File: src/rtl/noobs_dmem_pkg.sv
// rtl/noobs_dmem_pkg.sv - shared constants and helpers for the noobs data-memory arbiter
package noobs_dmem_pkg;

    localparam logic [1:0] ST_IDLE   = 2'd0;
    localparam logic [1:0] ST_ACCESS = 2'd1;
    localparam logic [1:0] ST_RESP   = 2'd2;

    localparam int DEF_ADDR_W = 12;
    localparam int DEF_DATA_W = 8;
    localparam int PERF_CNT_W = 16;

    function automatic logic [PERF_CNT_W-1:0] sat_inc(input logic [PERF_CNT_W-1:0] v);
        return (&v) ? v : v + 1'b1;
    endfunction

endpackage

File: src/rtl/noobs_rr_arbiter.sv
// rtl/noobs_rr_arbiter.sv - combinational round-robin picker, search starts just above last_grant
module noobs_rr_arbiter #(
    parameter int NUM_REQ = 2,
    parameter int IDX_W   = (NUM_REQ > 1) ? $clog2(NUM_REQ) : 1
) (
    input  logic [NUM_REQ-1:0] req,
    input  logic [IDX_W-1:0]   last_grant,
    input  logic               en,
    output logic [NUM_REQ-1:0] grant,
    output logic [IDX_W-1:0]   grant_idx
);

    logic [IDX_W:0]   sum;
    logic [IDX_W-1:0] idx;
    logic             found;

    // One extra bit of headroom so last_grant + k never wraps before the modulo fold.
    always_comb begin
        grant     = '0;
        grant_idx = '0;
        found     = 1'b0;
        sum       = '0;
        idx       = '0;
        for (int k = 1; k <= NUM_REQ; k++) begin
            sum = {1'b0, last_grant} + (IDX_W+1)'(k);
            if (sum >= (IDX_W+1)'(NUM_REQ)) begin
                sum = sum - (IDX_W+1)'(NUM_REQ);
            end
            idx = sum[IDX_W-1:0];
            if (en && !found && req[idx]) begin
                found      = 1'b1;
                grant[idx] = 1'b1;
                grant_idx  = idx;
            end
        end
    end

endmodule

File: src/rtl/noobs_dmem_arb.sv
// rtl/noobs_dmem_arb.sv - N-master round-robin data-memory port arbiter with wait states
// Optional perf counters: define NOOBS_DMEM_ARB_PERF_CNT_EN.
module noobs_dmem_arb
    import noobs_dmem_pkg::*;
#(
    parameter int NUM_REQ     = 2,
    parameter int ADDR_W      = DEF_ADDR_W,
    parameter int DATA_W      = DEF_DATA_W,
    parameter int WAIT_STATES = 0
) (
    input  logic                       clk,
    input  logic                       reset,
    input  logic [NUM_REQ-1:0]         req_valid,
    input  logic [NUM_REQ-1:0]         req_wr,
    input  logic [NUM_REQ*ADDR_W-1:0]  req_addr,
    input  logic [NUM_REQ*DATA_W-1:0]  req_wdata,
    output logic [NUM_REQ-1:0]         req_ready,
    output logic [NUM_REQ-1:0]         rsp_valid,
    output logic [DATA_W-1:0]          rsp_rdata,
    output logic                       busy,
    output logic                       m_en,
    output logic                       m_rd,
    output logic                       m_wr,
    output logic [ADDR_W-1:0]          m_addr,
    output logic [DATA_W-1:0]          m_wr_data,
    input  logic [DATA_W-1:0]          m_rd_data
`ifdef NOOBS_DMEM_ARB_PERF_CNT_EN
    ,
    output logic [NUM_REQ*PERF_CNT_W-1:0] grant_cnt,
    output logic [NUM_REQ*PERF_CNT_W-1:0] stall_cnt
`endif
);

    localparam int IDX_W = $clog2(NUM_REQ);

    logic [1:0]        state;
    logic [IDX_W-1:0]  last_grant;
    logic [IDX_W-1:0]  win_q;
    logic [IDX_W-1:0]  grant_idx;
    logic [NUM_REQ-1:0] grant;
    logic              wr_q;
    logic [ADDR_W-1:0] addr_q;
    logic [DATA_W-1:0] wdata_q;
    logic [3:0]        wait_cnt;
    logic [DATA_W-1:0] rdata_q;
    logic              in_access;
    logic              in_resp;

    // Gating with reset keeps req_ready low while a reset is being sampled.
    noobs_rr_arbiter #(.NUM_REQ(NUM_REQ), .IDX_W(IDX_W)) u_arb (
        .req        (req_valid),
        .last_grant (last_grant),
        .en         ((state == ST_IDLE) && !reset),
        .grant      (grant),
        .grant_idx  (grant_idx)
    );

    always_ff @(posedge clk) begin
        if (reset) begin
            state      <= ST_IDLE;
            last_grant <= IDX_W'(NUM_REQ - 1);
            win_q      <= '0;
            wr_q       <= 1'b0;
            addr_q     <= '0;
            wdata_q    <= '0;
            wait_cnt   <= '0;
            rdata_q    <= '0;
        end else begin
            case (state)
                ST_IDLE: begin
                    if (|grant) begin
                        win_q      <= grant_idx;
                        last_grant <= grant_idx;
                        wr_q       <= req_wr[grant_idx];
                        addr_q     <= req_addr[grant_idx*ADDR_W +: ADDR_W];
                        wdata_q    <= req_wdata[grant_idx*DATA_W +: DATA_W];
                        wait_cnt   <= 4'(WAIT_STATES);
                        state      <= ST_ACCESS;
                    end
                end
                ST_ACCESS: begin
                    if (wait_cnt == 4'd0) begin
                        state <= ST_RESP;
                    end else begin
                        wait_cnt <= wait_cnt - 4'd1;
                    end
                end
                ST_RESP: begin
                    if (!wr_q) begin
                        rdata_q <= m_rd_data;
                    end
                    state <= ST_IDLE;
                end
                default: state <= ST_IDLE;
            endcase
        end
    end

    assign in_access = (state == ST_ACCESS);
    assign in_resp   = (state == ST_RESP);

    assign req_ready = grant;
    assign busy      = in_access | in_resp;
    assign m_en      = in_access;
    assign m_rd      = in_access & ~wr_q;
    assign m_wr      = in_access & wr_q;
    assign m_addr    = in_access ? addr_q : '0;
    assign m_wr_data = in_access ? wdata_q : '0;
    assign rsp_valid = in_resp ? (NUM_REQ'(1) << win_q) : '0;
    assign rsp_rdata = (in_resp && !wr_q) ? m_rd_data : rdata_q;

`ifdef NOOBS_DMEM_ARB_PERF_CNT_EN
    for (genvar g = 0; g < NUM_REQ; g++) begin : g_perf
        logic [PERF_CNT_W-1:0] gcnt;
        logic [PERF_CNT_W-1:0] scnt;

        always_ff @(posedge clk) begin
            if (reset) begin
                gcnt <= '0;
                scnt <= '0;
            end else begin
                if (grant[g]) begin
                    gcnt <= sat_inc(gcnt);
                end
                if (req_valid[g] && !grant[g]) begin
                    scnt <= sat_inc(scnt);
                end
            end
        end

        assign grant_cnt[g*PERF_CNT_W +: PERF_CNT_W] = gcnt;
        assign stall_cnt[g*PERF_CNT_W +: PERF_CNT_W] = scnt;
    end
`endif

endmodule

File: config.mk
export PLATFORM = sky130hd
export DESIGN_NAME = noobs_dmem_arb
export DESIGN_NICKNAME = d
export VERILOG_FILES = /design/src/rtl/noobs_dmem_pkg.sv /design/src/rtl/noobs_rr_arbiter.sv /design/src/rtl/noobs_dmem_arb.sv
export SDC_FILE = /design/constraint.sdc
export NUM_CORES = 1
export LEC_CHECK = 0
export ABC_AREA = 1
export CAP_MARGIN = 20
export CORE_ASPECT_RATIO = 0.9
export CORE_MARGIN = 10
export CORE_UTILIZATION = 42
export CTS_CLUSTER_DIAMETER = 30
export DETAILED_ROUTE_END_ITERATION = 16
export PLACE_DENSITY = 0.81
export SLEW_MARGIN = 15
export SYNTH_ARGS = -nofsm -noshare
export SYNTH_HDL_FRONTEND = slang
export SYNTH_SLANG_ARGS = --single-unit
File: constraint.sdc
create_clock -name clk -period 2.62 [get_ports clk]
set_input_delay 0.786 -clock clk [delete_from_list [all_inputs] [get_ports clk]]
set_output_delay 0.786 -clock clk [all_outputs]
set_load 0.05 [all_outputs]
==> impl_metrics.csv, run 1 <==
group,metric,value,unit
power_and_ir_drop,peakVddDrop,0.9215,mV
power_and_ir_drop,leakage,1.878,nW
synth,synth_warnings,0,
synth,synth_cell_type_count,23,
floorplanning,die_x,94.42,um
global_route,grt_use_total,15.13,%
timing,slew_viol_final,0,
clock_network,cts.path.max_buffers,2,
timing,layout_setup_ws,0.06758,ns
timing,finClkSkew,0.006476,ns
clock_network,htreeDepth,2,
critical_path,worstPathRequired,1.83,ns
timing,rsz0062_at_grt,"false",
global_route,grt_pass1_wl,10220,um
clock_network,cts_post_setup_buffers_inserted,0,
finish,area_delta_synth_final,66.89,%
worst_hold_path,hold_path_depth,2,
critical_path,rrSetupSlack,0.64,ns
critical_path,cp_slowest_cell,"clkdlybuf4s50_1",
clock_network,cts_buffers,5,
worst_hold_path,hp-class,"reg2reg",
timing,hold_violations,0,
critical_path,regToRegEndpoint,"addr_q[2]",
critical_path,cp.arrival,1.77,ns
critical_path,endpoint_kind,"output port",
route,dr.pass1.iters,4,
route,num_vias,2263,
finish,fin_nets,483,
power_and_ir_drop,power_density,1069,mW/mm2
route,routed_wl,6249,um
clock_network,clk_latency,0.28,ns
global_route,grt_pass1_vias,2186,
critical_path,critPathLaunchType,"primary input",
timing,fin_crit_sh,97.42,%
synth,seq_area_frac_synth,35.39,%
floorplanning,pin_count,90,
finish,num_antenna_cells,0,
critical_path,crit_path_cell_trace,"clkdlybuf4s50_1 > nand3_2 > a21oi_4 > buf_12",
critical_path,slowest_delay,0.53,ns
critical_path,critPathKind,"in2out",
synth,syn_inst,335,
synth,syn_nets,395,
critical_path,cp_max_fo,3,
status,status,"complete, no violations",
timing,relSlewSlack,73.60,%
floorplanning,dieArea,0.008212,mm2
finish,final_cell_mix,"91 x nand2_1, 67 x inv_1, 52 x clkdlybuf4s50_1, 47 x nand3_1, 37 x dfxtp_1",
clock_network,clock_sink_count,37,
route,ant_nets,0,
worst_hold_path,hold_path_end,"wait_cnt[0]",
synth,ys_ff_latch,37,
run,drv_cap,0,
place,gp_congestion,0.7852,
timing,max_freq,0.3918,GHz
timing,finalSetupViolCount,0,
route,dr.first_iter.drc_count,81,
floorplanning,initial_core_util,43.30,%
global_route,overflow,0,
floorplanning,core_area,0.004835,mm2
global_route,grt_max_degree,25,
clock_network,path_clk_slew,0.07,ns
worst_hold_path,min_from,"wait_cnt[0]",
timing,min_period,2.552,ns
clock_network,ctsHoldBuffers,0,
global_route,antenna_found_initial,0,
critical_path,r2r_start,"state[0]",
place,place_ws,-0.03962,ns
synth,syn_area_per_cell,6.249,um2
place,dpl.hpwl,4932,um
route,vias_per_cell,4.637,
clock_network,cts_root_buf,"clkbuf_8",
critical_path,reg2regPathDepth,10,
synth,synth_area,0.002093,mm2
place,portBuffers,89,
floorplanning,die_h,86.98,um
route,wire_per_inst,12.81,um
finish,final_common_cell,"nand2_1",
timing,worst_slew_pin_slew,0.3954,ns
timing,holdWs,0.4843,ns
route,route.detailed.drc,0,
clock_network,cts_tree,"done",
finish,drive_gt1_share,15.13,%
floorplanning,rows,24,
## power breakdown
part           switching (mW)  internal [mW]
clock network           0.181          0.209
logic                    1.48           1.07
registers              0.0720          0.721
total                    1.73           2.00
## logic make-up (layout without fill, tap and decap cells)
group	after synthesis	count (layout)	synth area share (%)
compound gates	20	20	4.901
xor+xnor	1	1	0.4185
fa+ha+maj	6	6	3.586
buf+inv	87	175	16.44
flops	37	37	35.39
simple gates	184	184	39.27
## flip-flops by register name (all words and copies together), names as in the netlist
register,count
wait_cnt,4
rdata_q,8
wr_q,1
wdata_q,8
win_q,1
state,2
last_grant,1
addr_q,12
## synthesized netlist by cell type
cell	count	area share, %
or2_2	3	0.90
o21ai_1	2	0.48
buf_4	2	0.72
clkbuf_2	1	0.24
clkbuf_1	4	0.72
or2_1	18	5.4
nand3_1	48	11
nor2_4	1	0.54
or2_0	1	0.30
o211ai_1	1	0.36
nand2_1	91	16
nand3_2	1	0.48
nor2_1	20	3.6
nand2_2	1	0.30
a21oi_1	7	1.7
o21ai_0	10	2.4
buf_1	2	0.36
xnor2_1	1	0.42
dfxtp_1	37	35
inv_1	67	12
inv_2	4	0.72
buf_2	7	1.7
ha_1	6	3.6
## layer usage
| metal | share of wire, % | vias to the layer above | wire, um | global-route usage, % |
|---|---|---|---|---|
| met4 | 0.93 | 0 | 58 | 3.724 |
| met3 | 9.1 | 6 | 566 | 6.466 |
| met5 | 0 | - | 0 | 0 |
| li1 | - | 1171 | - | - |
| met2 | 49 | 67 | 3078 | 25.31 |
| met1 | 41 | 1019 | 2545 | 17.29 |
## timing repair
item	4_1_cts	5_1_grt
setup endpoints to repair	9	8
gates cloned	0	0
gates resized for setup	3	10
## stage by stage
stage	instance area [um2]	TNS (ns)	std cells	utilization [%]	power, mW
detailed placement	3386	-0.03962	481	70.03	3.347
CTS	3478	0	488	71.95	3.753
global placement	3386	0	481	70.03	3.286
finish	3493	0	488	72.26	3.734
global route	3493	0	488	72.26	4.004
floorplan	2096	0	335	-	2.310
## final cells by class
cell class                      count  area [um2]
Fill cell                         405        1341
Timing Repair Buffer               97        1289
Multi-Input combinational cell    211        1030
Sequential cell                    37       740.7
Inverter                           71       266.5
Clock buffer                        7       86.33
Tap cell                           65       81.33
## critical path: cells and delay by family
kind	cells	cell delay, ns
buffers and inverters	2	0.68
AOI/OAI and AO/OA	1	0.16
and+or+nand+nor	1	0.13
## worst max-delay path by stage
stage          slack (ns)         start      endpoint
4_1_cts              0.03         reset  req_ready[0]
6_report             0.07  req_valid[0]  req_ready[0]
5_1_grt              0.01      state[0]  rsp_rdata[6]
3_5_place_dp        -0.04  req_valid[0]  req_ready[0]
2_1_floorplan        0.07      state[1]     m_addr[0]
3_3_place_gp         0.05         reset  req_ready[0]
(Power assumes the default switching activity.)
==> inputs of run 2 (changes only) <==
==> constraint.sdc (replaced) <==
create_clock -name clk -period 2.62 [get_ports clk]
set_input_delay 0.524 -clock clk [delete_from_list [all_inputs] [get_ports clk]]
set_output_delay 0.524 -clock clk [all_outputs]
set_load 0.05 [all_outputs]
==> impl_metrics.csv, run 2 (synthesis gave the netlist of run 1 again) <==
group,metric,value,unit
power_and_ir_drop,pwr-share-seq,21.3,%
global_route,grt_pass1_vias,2256,
finish,drive_gt1_share,13.51,%
route,route.detailed.drc,0,
route,vias_per_cell,4.614,
timing,fin_crit_sh,93.20,%
critical_path,rrSetupSlack,0.80,ns
worst_hold_path,hold_path_depth,2,
critical_path,cp_slowest_cell,"or2_1",
critical_path,path_buf_inv,4,
critical_path,r2r_start,"state[0]",
finish,num_antenna_cells,0,
finish,fin_nets,481,
critical_path,endpoint_kind,"output port",
timing,finalSetupViolCount,0,
finish,final_common_cell,"nand2_1",
route,dr.pass1.iters,4,
route,num_vias,2247,
worst_hold_path,hold_path_end,"wait_cnt[0]",
clock_network,postCtsResizedCells,0,
power_and_ir_drop,p_sw,1.735,mW
floorplanning,core_area,0.004835,mm2
global_route,antenna_found_initial,0,
finish,final_cell_mix,"91 x nand2_1, 67 x inv_1, 56 x clkdlybuf4s50_1, 48 x nand3_1, 37 x dfxtp_1",
route,wire_per_inst,12.71,um
floorplanning,die_x,94.42,um
timing,max_freq,0.4095,GHz
critical_path,regToRegEndpoint,"wdata_q[0]",
timing,worst_slew_pin_slew,0.5196,ns
worst_hold_path,min_from,"wait_cnt[0]",
worst_hold_path,hp-class,"reg2reg",
route,ant_nets,0,
floorplanning,initial_core_util,43.30,%
power_and_ir_drop,comb_power_share,67.0,%
critical_path,reg2regPathDepth,8,
timing,finalSetupTns,0,ns
timing,layout_setup_ws,0.1782,ns
timing,min_period,2.442,ns
timing,slew_viol_final,0,
power_and_ir_drop,peakVddDrop,0.9929,mV
global_route,grt_max_degree,25,
finish,area_delta_synth_final,65.51,%
timing,rsz0062_at_grt,"false",
place,dp.cells,479,
place,place_area,0.003363,mm2
clock_network,clock_sink_count,37,
route,routed_wl,6189,um
critical_path,critPathTopFamily,"buffers and inverters",
power_and_ir_drop,swShare,46.56,%
floorplanning,pin_count,90,
global_route,overflow,0,
run,drv_cap,0,
clock_network,path_clk_slew,0.07,ns
timing,finClkSkew,0.002800,ns
critical_path,worstPathRequired,2.10,ns
finish,seqCellArea,740.7,um2
finish,fillers,410,
place,place_ws,0.3316,ns
critical_path,slowest_delay,0.37,ns
critical_path,cp_max_fo,16,
place,dpl.hpwl,5001,um
finish,top_regs,"addr_q (12), rdata_q (8), wdata_q (8)",
clock_network,cts_buffers,5,
clock_network,cts_post_setup_buffers_inserted,0,
status,status,"complete, no violations",
power_and_ir_drop,power_density,1076,mW/mm2
clock_network,cts_tree,"done",
timing,relSlewSlack,65.25,%
critical_path,crit_path_cell_trace,"inv_1 > ha_1 > inv_1 > or2_1 > o21ai_0 > inv_1 > buf_12",
finish,multi_input_area,0.001008,mm2
route,dr.first_iter.drc_count,68,
finish,largest_reg_flops,12,
critical_path,critPathLaunchType,"flop",
finish,fin_cells,487,
critical_path,crit_top_cell,"inv_1",
global_route,grt_use_total,15.34,%
place,portBuffers,89,
finish,regMostFlops,"addr_q",
timing,hold_violations,0,
critical_path,cp.arrival,1.92,ns
floorplanning,die_h,86.98,um
clock_network,cts.path.max_buffers,2,
power_and_ir_drop,p_int,1.992,mW
clock_network,ctsHoldBuffers,0,
finish,stdcell_area,0.003465,mm2
floorplanning,rows,24,
floorplanning,dieArea,0.008212,mm2
clock_network,clk_latency,0.28,ns
global_route,grt_pass1_wl,10250,um
critical_path,critPathKind,"reg2out",
clock_network,cts_root_buf,"clkbuf_8",
power_and_ir_drop,clkPwrFrac,11.7,%
power_and_ir_drop,leakage,1.857,nW
clock_network,htreeDepth,2,
place,gp_congestion,0.8279,
## run 2: changes by cell type in the layout (fill, tap and decap cells not counted), moves of 4 or more
| cell | before | now |
|---|---|---|
| o21ai_0 | 2 | 9 |
| buf_4 | 10 | 6 |
| clkdlybuf4s50_1 | 52 | 56 |
| o21ai_1 | 10 | 3 |
## run 2: layout make-up
class / instances / share of cell area [%]
inverter: 71 / 7.692
clock buffer: 7 / 2.781
clock inverter: 1 / 0.1445
timing repair buffer: 95 / 36.55
multi-input combinational: 211 / 29.11
tap: 65 / 2.347
sequential: 37 / 21.38
## run 2: stage by stage
step	utilization [%]	hold WS (ns)	power (mW)
floorplan	-	0.4382	2.307
global placement	69.57	0.4499	3.249
detailed placement	69.57	0.4588	3.317
CTS	71.66	0.4702	3.762
global route	71.66	0.4990	3.995
finish	71.66	0.4725	3.727
## run 2: routing by layer
layer  GRT usage (%)  vias up  share of wire (%)
li1                -     1164                  -
met1           16.49     1005                 40
met2           25.81       70                 49
met3           7.241        8                9.1
met4           5.241        0                1.7
met5               0        -                  0
## run 2: worst max path at each step
stage | startpoint | end | cells past startpoint
2_1_floorplan | state[1] | m_rd | 5
3_3_place_gp | reset | req_ready[0] | 5
3_5_place_dp | reset | req_ready[0] | 5
4_1_cts | state[0] | rsp_rdata[5] | 7
5_1_grt | state[0] | rsp_rdata[4] | 7
6_report | state[0] | rsp_rdata[6] | 7
## run 2: worst register-to-register path, stage by stage (launching register included)
cell and delay (ns):
dfxtp_1 0.36, inv_1 0.09, ha_1 0.28, nand3_1 0.14
nand2_2 0.24, buf_4 0.28, or2_1 0.21, nand3_1 0.08
inv_1 0.04
## run 2: power groups by stage
stage | combinational, mW | clock [mW] | sequential, mW
6_report | 2.50 | 0.437 | 0.793
3_5_place_dp | 2.51 | 0 | 0.806
3_3_place_gp | 2.45 | 0 | 0.796
4_1_cts | 2.52 | 0.446 | 0.793
2_1_floorplan | 1.52 | 0 | 0.783
5_1_grt | 2.71 | 0.474 | 0.810
==> inputs of run 3 (changes only) <==
- SYNTH_HIERARCHICAL: unset -> 1
==> impl_metrics.csv, run 3 <==
group,metric,value,unit
global_route,grt_pass1_vias,2202,
synth,synth_warnings,6,
power_and_ir_drop,p_int,1.759,mW
synth,syn_inst,338,
global_route,antenna_found_initial,0,
synth,synth_async_sr_flop_share,0,%
route,wire_per_inst,12.67,um
synth,ys_top_cells_by_area,"dfxtp_1 36%, inv_1 13%, nand2_1 13%",
synth,synth_cell_type_count,22,
floorplanning,pin_count,90,
clock_network,cts_tree,"done",
timing,finalSetupTns,0,ns
timing,relSlewSlack,52.48,%
critical_path,critPathKind,"reg2out",
finish,num_antenna_cells,0,
floorplanning,die_h,86.76,um
finish,top_regs,"addr_q (12), rdata_q (8), wdata_q (8)",
critical_path,slowest_delay,0.83,ns
power_and_ir_drop,clkPwrFrac,15.7,%
critical_path,reg2regPathDepth,11,
timing,rsz0062_at_grt,"false",
worst_hold_path,hold_path_end,"win_q",
worst_hold_path,min_from,"win_q",
critical_path,crit_path_cell_trace,"inv_1 > ha_1 > inv_1 > nor2_1 > clkdlybuf4s50_1",
clock_network,cts_buffers,5,
route,dr.first_iter.drc_count,133,
place,gp_congestion,0.7753,
clock_network,clock_sink_count,37,
power_and_ir_drop,swShare,46.26,%
route,num_vias,2236,
critical_path,regToRegEndpoint,"addr_q[8]",
clock_network,cts_post_setup_buffers_inserted,0,
global_route,overflow,0,
global_route,grt_use_total,15.26,%
power_and_ir_drop,leakage,1.742,nW
global_route,grt_pass1_wl,10210,um
floorplanning,initial_core_util,43.28,%
synth,synth_area,0.002079,mm2
synth,syn_area_per_cell,6.152,um2
critical_path,path_buf_inv,3,
route,vias_per_cell,4.573,
run,drv_cap,0,
timing,max_freq,0.4192,GHz
finish,area_delta_synth_final,62.58,%
synth,synthTopCellsByCount,"74 x inv_1, 72 x nand2_1, 64 x nor2_1",
timing,layout_setup_ws,0.2342,ns
timing,hold_violations,0,
clock_network,clk_latency,0.29,ns
synth,seq_area_frac_synth,35.62,%
power_and_ir_drop,p_sw,1.514,mW
critical_path,endpoint_kind,"output port",
critical_path,cp_max_fo,3,
finish,largest_reg_flops,12,
critical_path,rrSetupSlack,0.54,ns
power_and_ir_drop,pwr-share-seq,25.7,%
critical_path,r2r_start,"state[1]",
status,status,"complete, no violations",
clock_network,htreeDepth,2,
finish,fin_nets,481,
clock_network,cts.path.max_buffers,2,
finish,regMostFlops,"addr_q",
timing,worst_slew_pin_slew,0.7120,ns
finish,final_cell_mix,"74 x inv_1, 72 x nand2_1, 64 x nor2_1, 56 x clkdlybuf4s50_1, 43 x o21ai_0",
timing,min_period,2.386,ns
synth,yosys.area.top_type,"dfxtp_1",
synth,synth-edff-count,0,
timing,finalSetupViolCount,0,
route,route.detailed.drc,0,
worst_hold_path,hold_path_depth,2,
finish,final_common_cell,"inv_1",
synth,syn_nets,396,
route,ant_nets,0,
clock_network,ctsHoldBuffers,0,
power_and_ir_drop,comb_power_share,58.6,%
synth,synth_top_area_share,35.62,%
synth,yosysMostFrequentCell,"inv_1",
floorplanning,dieArea,0.008170,mm2
clock_network,postCtsResizedCells,0,
place,place_area,0.003264,mm2
worst_hold_path,hp-class,"reg2reg",
power_and_ir_drop,peakVddDrop,0.7042,mV
synth,synth-main-ff-cell,"dfxtp_1",
floorplanning,rows,24,
place,dp.cells,481,
place,portBuffers,89,
critical_path,cp.arrival,1.86,ns
route,routed_wl,6194,um
place,place_ws,0.2676,ns
route,dr.pass1.iters,4,
timing,finClkSkew,0.003792,ns
clock_network,path_clk_slew,0.07,ns
floorplanning,core_area,0.004805,mm2
timing,fin_crit_sh,91.06,%
finish,drive_gt1_share,14.86,%
power_and_ir_drop,power.total,3.273,mW
critical_path,crit_top_cell,"inv_1",
place,dpl.hpwl,4817,um
finish,stdcell_area,0.003381,mm2
synth,ys_ff_latch,37,
critical_path,worstPathRequired,2.10,ns
finish,fin_cells,489,
critical_path,critPathLaunchType,"flop",
floorplanning,die_x,94.17,um
global_route,grt_max_degree,44,
critical_path,cp_slowest_cell,"clkdlybuf4s50_1",
power_and_ir_drop,power_density,968.1,mW/mm2
timing,slew_viol_final,0,
clock_network,cts_root_buf,"clkbuf_8",
critical_path,critPathTopFamily,"buffers and inverters",
## run 3: cell type report
class	instances	area, um2
fillers	398	1424
repair buffers	95	1191
multi-input cells	209	969.7
flip-flops and latches	37	740.7
inverters	75	281.5
clock buffers	7	86.33
well taps	65	81.33
clock inverters	1	30.03
## run 3: through the flow
stage / util [%] / hold slack (ns)
2_1_floorplan: - / 0.4475
3_3_place_gp: 67.94 / 0.4715
3_5_place_dp: 67.94 / 0.4828
4_1_cts: 70.36 / 0.4944
5_1_grt: 70.36 / 0.5314
6_report: 70.36 / 0.4917
## run 3: worst max-delay path by stage
| stage | endpoint | depth (start not counted) | slack (ns) | startpoint |
|---|---|---|---|---|
| 6_report | rsp_valid[0] | 5 | 0.23 | state[0] |
| 5_1_grt | rsp_valid[0] | 5 | 0.15 | state[0] |
| 2_1_floorplan | m_rd | 5 | 0.30 | state[1] |
| 4_1_cts | rsp_valid[0] | 5 | 0.24 | state[0] |
| 3_5_place_dp | addr_q[8] | 9 | 0.27 | reset |
| 3_3_place_gp | wdata_q[2] | 9 | 0.34 | reset |
## run 3: worst register-to-register path, delay by kind of cell (launching register included)
family          cells  cell delay (ns)
fa+ha+maj           1             0.17
simple gates        4             0.52
flops               1             0.32
buf+inv             4             0.63
compound gates      2             0.35
## run 3: power by group through the flow
stage          registers [mW]  clock network (mW)  logic [mW]
2_1_floorplan           0.826                   0        1.32
3_3_place_gp            0.844                   0        1.88
3_5_place_dp            0.853                   0        1.92
4_1_cts                 0.842               0.517        1.94
5_1_grt                 0.865               0.553        2.10
6_report                0.842               0.513        1.92
## run 3: kinds of logic after synthesis
group / after synthesis / share of synthesized area (%)
and+or+nand+nor: 145 / 27.26
AOI/OAI and AO/OA: 60 / 16.43
adders and majority gates: 4 / 2.407
buffers and inverters: 92 / 18.29
DFF: 37 / 35.62
## run 3: routing by layer
| metal | vias up | track usage [%] | wire length, um |
|---|---|---|---|
| met3 | 7 | 5.704 | 421 |
| li1 | 1162 | - | - |
| met1 | 1010 | 15.06 | 2305 |
| met2 | 57 | 28.68 | 3382 |
| met4 | 0 | 4.690 | 85 |
| met5 | - | 0 | 0 |
